$ cat config.mk
export PLATFORM = sky130hd
export DESIGN_NAME = nibble_serial_add8
export DESIGN_NICKNAME = d
export VERILOG_FILES = /design/src/rtl/nibble_serial_add8.sv
export SDC_FILE = /design/constraint.sdc
export NUM_CORES = 1
export LEC_CHECK = 0
export CORE_MARGIN = 2
export CORE_UTILIZATION = 44
export CTS_CLUSTER_SIZE = 12
export DETAILED_ROUTE_END_ITERATION = 10
export PLACE_DENSITY_LB_ADDON = 0.05
export SYNTH_ARGS = -nofsm -noshare
export SYNTH_HDL_FRONTEND = slang
export SYNTH_SLANG_ARGS = --single-unit
export TNS_END_PERCENT = 100
$ cat constraint.sdc
create_clock -name clk -period 3.08 [get_ports clk]
set_input_delay 0.616 -clock clk [delete_from_list [all_inputs] [get_ports clk]]
set_output_delay 0.616 -clock clk [all_outputs]
set_load 0.02 [all_outputs]
$ cat src/rtl/nibble_serial_add8.sv
// 8-bit add/subtract built from one shared 4-bit ripple adder, low nibble first.
// Valid/ready handshake on both sides; one operation in flight at a time.

module adder_4bit (
  input  logic [3:0] a,
  input  logic [3:0] b,
  input  logic       cin,
  output logic [3:0] s,
  output logic       cout
);
  logic [4:0] w_c;

  assign w_c[0] = cin;

  for (genvar i = 0; i < 4; i++) begin : g_bit
    assign s[i]     = a[i] ^ b[i] ^ w_c[i];
    assign w_c[i+1] = (a[i] & b[i]) | (w_c[i] & (a[i] ^ b[i]));
  end

  assign cout = w_c[4];
endmodule

module nibble_serial_add8 (
  input  logic       clk,
  input  logic       rst,
  input  logic       in_valid,
  output logic       in_ready,
  input  logic [7:0] a,
  input  logic [7:0] b,
  input  logic       cin,
  input  logic       sub,
  output logic       out_valid,
  input  logic       out_ready,
  output logic [7:0] sum,
  output logic       cout,
  output logic       ovf,
  output logic       zero
);
  typedef enum logic [1:0] {IDLE, LO, HI, DONE} state_t;

  state_t r_state;
  state_t w_next;

  logic signed [7:0] r_a;
  logic signed [7:0] r_b_eff;
  logic              r_cin_eff;
  logic              r_carry_lo;
  logic        [7:0] r_sum;
  logic              r_cout;
  logic              r_ovf;
  logic              r_zero;

  logic [3:0] w_add_a;
  logic [3:0] w_add_b;
  logic       w_add_cin;
  logic [3:0] w_add_s;
  logic       w_add_cout;
  logic       w_accept;
  logic [7:0] w_sum_full;

  always_ff @(posedge clk or posedge rst) begin
    if (rst) r_state <= IDLE;
    else     r_state <= w_next;
  end

  always_comb begin
    w_next = r_state;
    case (r_state)
      IDLE:    if (in_valid) w_next = LO;
      LO:      w_next = HI;
      HI:      w_next = DONE;
      DONE:    if (out_ready) w_next = IDLE;
      default: w_next = IDLE;
    endcase
  end

  always_comb begin
    in_ready  = (r_state == IDLE);
    out_valid = (r_state == DONE);
  end

  assign w_accept = in_valid && in_ready;

  // Operand select for the shared nibble adder: high nibble only in HI.
  always_comb begin
    w_add_a   = r_a[3:0];
    w_add_b   = r_b_eff[3:0];
    w_add_cin = r_cin_eff;
    if (r_state == HI) begin
      w_add_a   = r_a[7:4];
      w_add_b   = r_b_eff[7:4];
      w_add_cin = r_carry_lo;
    end
  end

  adder_4bit u_adder (
    .a    (w_add_a),
    .b    (w_add_b),
    .cin  (w_add_cin),
    .s    (w_add_s),
    .cout (w_add_cout)
  );

  assign w_sum_full = {w_add_s, r_sum[3:0]};

  // Subtraction is A + ~B + 1, so cout=1 means no borrow.
  always_ff @(posedge clk or posedge rst) begin
    if (rst) begin
      r_a        <= '0;
      r_b_eff    <= '0;
      r_cin_eff  <= 1'b0;
      r_carry_lo <= 1'b0;
      r_sum      <= '0;
      r_cout     <= 1'b0;
      r_ovf      <= 1'b0;
      r_zero     <= 1'b0;
    end else begin
      if (w_accept) begin
        r_a       <= a;
        r_b_eff   <= sub ? ~b : b;
        r_cin_eff <= sub ? 1'b1 : cin;
      end
      if (r_state == LO) begin
        r_sum[3:0] <= w_add_s;
        r_carry_lo <= w_add_cout;
      end
      if (r_state == HI) begin
        r_sum[7:4] <= w_add_s;
        r_cout     <= w_add_cout;
        r_ovf      <= (r_a[7] == r_b_eff[7]) && (w_add_s[3] != r_a[7]);
        r_zero     <= (w_sum_full == 8'h00);
      end
    end
  end

  assign sum  = r_sum;
  assign cout = r_cout;
  assign ovf  = r_ovf;
  assign zero = r_zero;
endmodule

==> results.md <==
| Item | Reported |
|:---|:---|
| Fraction of layout cells with a size suffix above 1 | 30.9% |
| Setup-failing EPs final | 0 |
| Core outline area | 3310 um^2 |
| Largest buffer count on any clock path | 2 |
| Final critical path time including I/O delays and setup | 3.02 ns |
| Net Count, Synth | 151 |
| Post-Place Cell Area | 1940 um^2 |
| Core utilization of the finished layout | 61.8% |
| Critical-path cell list | inv_2 -> ha_4 -> mux2_4 -> fa_2 -> inv_2 -> fa_1 -> inv_2 -> fa_2 -> fa_2 -> and3b_1 -> a21oi_2 -> a21oi_2 |
| Filler Cells Inserted | 306 |
| TritonCTS clock tree | done |
| Area share of the largest cell type after synthesis | 51.3% |
| Crit start category | register |
| Crit path max-delay cell type | fa_2 |
| Count of cells along the worst hold path | 2 |
| Via count | 1005 |
| Number of unique standard cell types used by synthesis | 21 |
| DRC violations left | 0 |
| Sequential area share after synthesis | 51.3% |
| Routability cong. | 0.758 |
| Reg-to-Reg Start | r_state[0] |
| Final net count | 195 |
| Worst Max-Slew Pin Slew | 0.449 ns |
| Fraction of the cycle the final worst path needs | 98.0% |
| Asr flop ratio synth | 100% |
| RSZ-0062 raised after global routing | yes |
| Final hold viol count | 0 |
| Number of max-cap violations | 0 |
| Worst min-delay path startpoint | r_b_eff[2] |
| HPWL reported at the end of detailed placement | 2.01 mm |
| Total overflow reported by the global router | 0 |
| Summed area of non-filler cells in the final layout | 2040 um^2 |
| Instance count of the mapped netlist | 121 |
| Detailed Routing Iterations Pass 1 | 4 |
| Headroom to the max-slew limit | 70.0% |
| Arrival time of data at the critical path endpoint | 3.25 ns |
| Hold worst-path end | r_b_eff[2] |
| Number of global-route vias before repair | 1040 |
| Number of I/O port buffers | 34 |
| Initial Utilization | 45.7% |
| Area grow syn2layout | 35.2% |
| CP endpoint kind | register |
| Residual antenna-violating net count after detailed routing | 0 |
| Most common cell in the netlist | dfrtp_1 |
| Count of boundary I/O pins | 35 |
| Cell Rows | 21 |
| F_max | 331 MHz |
| Pwr per Cell Area | 1200 nW/um^2 |
| Global-route wire length before repair | 4.82 mm |
| DIE WIDTH | 62.6 um |
| Total routed wirelength | 2.73 mm |
| Worst Path Class, Setup | reg -> reg |
| Max Slew Vio Count | 0 |
| Most numerous cell types in the synthesized netlist | dfrtp_1 (31), mux2_2 (22), o21ai_0 (10) |
| Outcome | finished, final reports clean |
| Worst-path maximum fanout | 4 |
| Yosys reg bits | 31 |
| Worst hold path class | reg -> reg |
| Cells on worst reg2reg path | 12 |
| Clock Sinks | 31 |
| Wire per inst | 12.9 um |
| Main area contributors after synthesis | dfrtp_1 (51%), mux2_2 (16%), fa_1 (5.3%), xnor2_1 (4.6%), ha_1 (3.3%) |
| Antenna violations before repair | 0 |
| Total Routing Usage GR | 16.3% |
| Vias per std cell | 4.76 |
| Predominant post-synthesis flop cell | dfrtp_1 |
| Antenna diode instance count | 0 |
| Clock transition at the registers of the reported paths | 0.10 ns |
| Insertion delay to the later sink of the worst-skew pair | 0.33 ns |
| Worst vdd ir | 0.382 mV |
| Worst reg2reg setup slack | 0.06 ns |
| Number of warning messages in the yosys log | 0 |
| Final WS setup | 0.0613 ns |
| Post-synthesis cell type with the largest combined area | dfrtp_1 |
| Total CTS buffers | 5 |
| Critical path's largest stage delay | 0.58 ns |
| Summed instance area of the synthesized netlist | 1510 um^2 |
| Worst reg2reg path endpoint | ovf |
| Root buffer cell | clkbuf_4 |
| Worst clock skew | 0.0105 ns |
| H-Tree Level Count | 2 |
| Maximum number of pins on one net before global-route repair | 32 |
| Data required time at the worst endpoint | 3.31 ns |
| Number of flops mapped to enable cells by yosys | 0 |
| Die Outline Area | 3920 um^2 |
| Leakage | 0.888 nW |
| First-iteration detailed-routing DRC count | 50 |
| Post-placement worst setup slack | -0.0488 ns |
| Post-synthesis area per instance | 12.5 um^2 |
| Die Ht | 62.6 um |
==> power breakdown <==
group | internal [mW] | switching (mW) | total (mW)
combinational | 0.807 | 0.664 | 1.47
clock | 0.106 | 0.136 | 0.242
sequential | 0.615 | 0.125 | 0.740
==> cell families (layout without fill, tap and decap cells) <==
group                      after synthesis  after routing  synth area share, %
DFF                                     31             31                 51.3
adders and majority gates                8              8                 8.60
and+or+nand+nor                         20             20                 6.37
buffers and inverters                   12             56                 3.81
AOI/OAI and AO/OA                       16             16                 5.62
muxes                                   26             26                 19.7
xor gates and xnor gates                 8              8                 4.63
==> worst max-delay path, delay by kind of cell, from the launching register on <==
| family | cells | cell delay [ns] |
|---|---|---|
| fa+ha+maj | 5 | 1.65 |
| flops | 1 | 0.39 |
| mux | 1 | 0.32 |
| buf+inv | 3 | 0.19 |
| simple gates | 1 | 0.19 |
| compound gates | 2 | 0.17 |
==> how the worst max path moves through the flow <==
| stage | start | end | slack [ns] | depth (start not counted) |
|---|---|---|---|---|
| floorplan | r_state[0] | ovf | -0.03 | 13 |
| global placement | r_state[0] | ovf | -0.005 | 12 |
| detailed placement | r_state[0] | ovf | -0.05 | 12 |
| CTS | r_state[0] | ovf | 0.01 | 12 |
| global route | r_state[0] | ovf | -0.04 | 12 |
| finish | r_state[0] | ovf | 0.06 | 12 |
==> registers in the layout, indices dropped and copies added (netlist names) <==
signal      count
ovf             1
r_a             8
r_carry_lo      1
sum             8
r_cin_eff       1
r_state         2
cout            1
r_b_eff         8
zero            1
==> cells in the final DEF (no fill, tap or decap), drive strengths merged, types with 4 or more instances in the layout <==
cell and instances:
clkdlybuf4s50 34, inv 7, mux2 24, nor2 5
o21ai 10, dfrtp 31, fa 4, clkbuf 6
buf 8, a21oi 5, ha 4, nand2 10
xnor2 8
==> timing repair <==
action / 4_1_cts / 5_1_grt
pin swaps: 1 / 2
hold buffers: 0 / 0
endpoints found under the hold margin: 0 / 0
setup endpoints to repair: 3 / 3
cloned: 0 / 0
setup buffers: 0 / 2
resized for setup: 1 / 10
==> stage by stage <==
stage	instances	total power [mW]	hold WS, ns	TNS, ns
5_1_grt	211	2.66	0.513	-0.0392
3_3_place_gp	202	2.07	0.462	-0.00518
3_5_place_dp	202	2.11	0.469	-0.0985
4_1_cts	209	2.37	0.489	0
6_report	211	2.45	0.483	0
2_1_floorplan	121	1.65	0.444	-0.0338
==> area by class of cell <==
class	instances	area, um^2	share of cell area, %
clock inverter	1	5.00	0.245
inverter	7	26.3	1.29
tap	46	57.6	2.82
multi-input combinational	78	728	35.6
timing repair buffer	42	400	19.6
clock buffer	6	51.3	2.51
sequential	31	776	37.9
==> metal layers <==
metal / global-route usage, % / wire length [um] / vias to the layer above
li1: - / - / 497
met1: 19.8 / 1260 / 475
met2: 26.3 / 1270 / 27
met3: 6.13 / 141 / 6
met4: 6.67 / 55 / 0
met5: 0 / 0 / -
No activity file was read; power rests on OpenSTA's default activity.
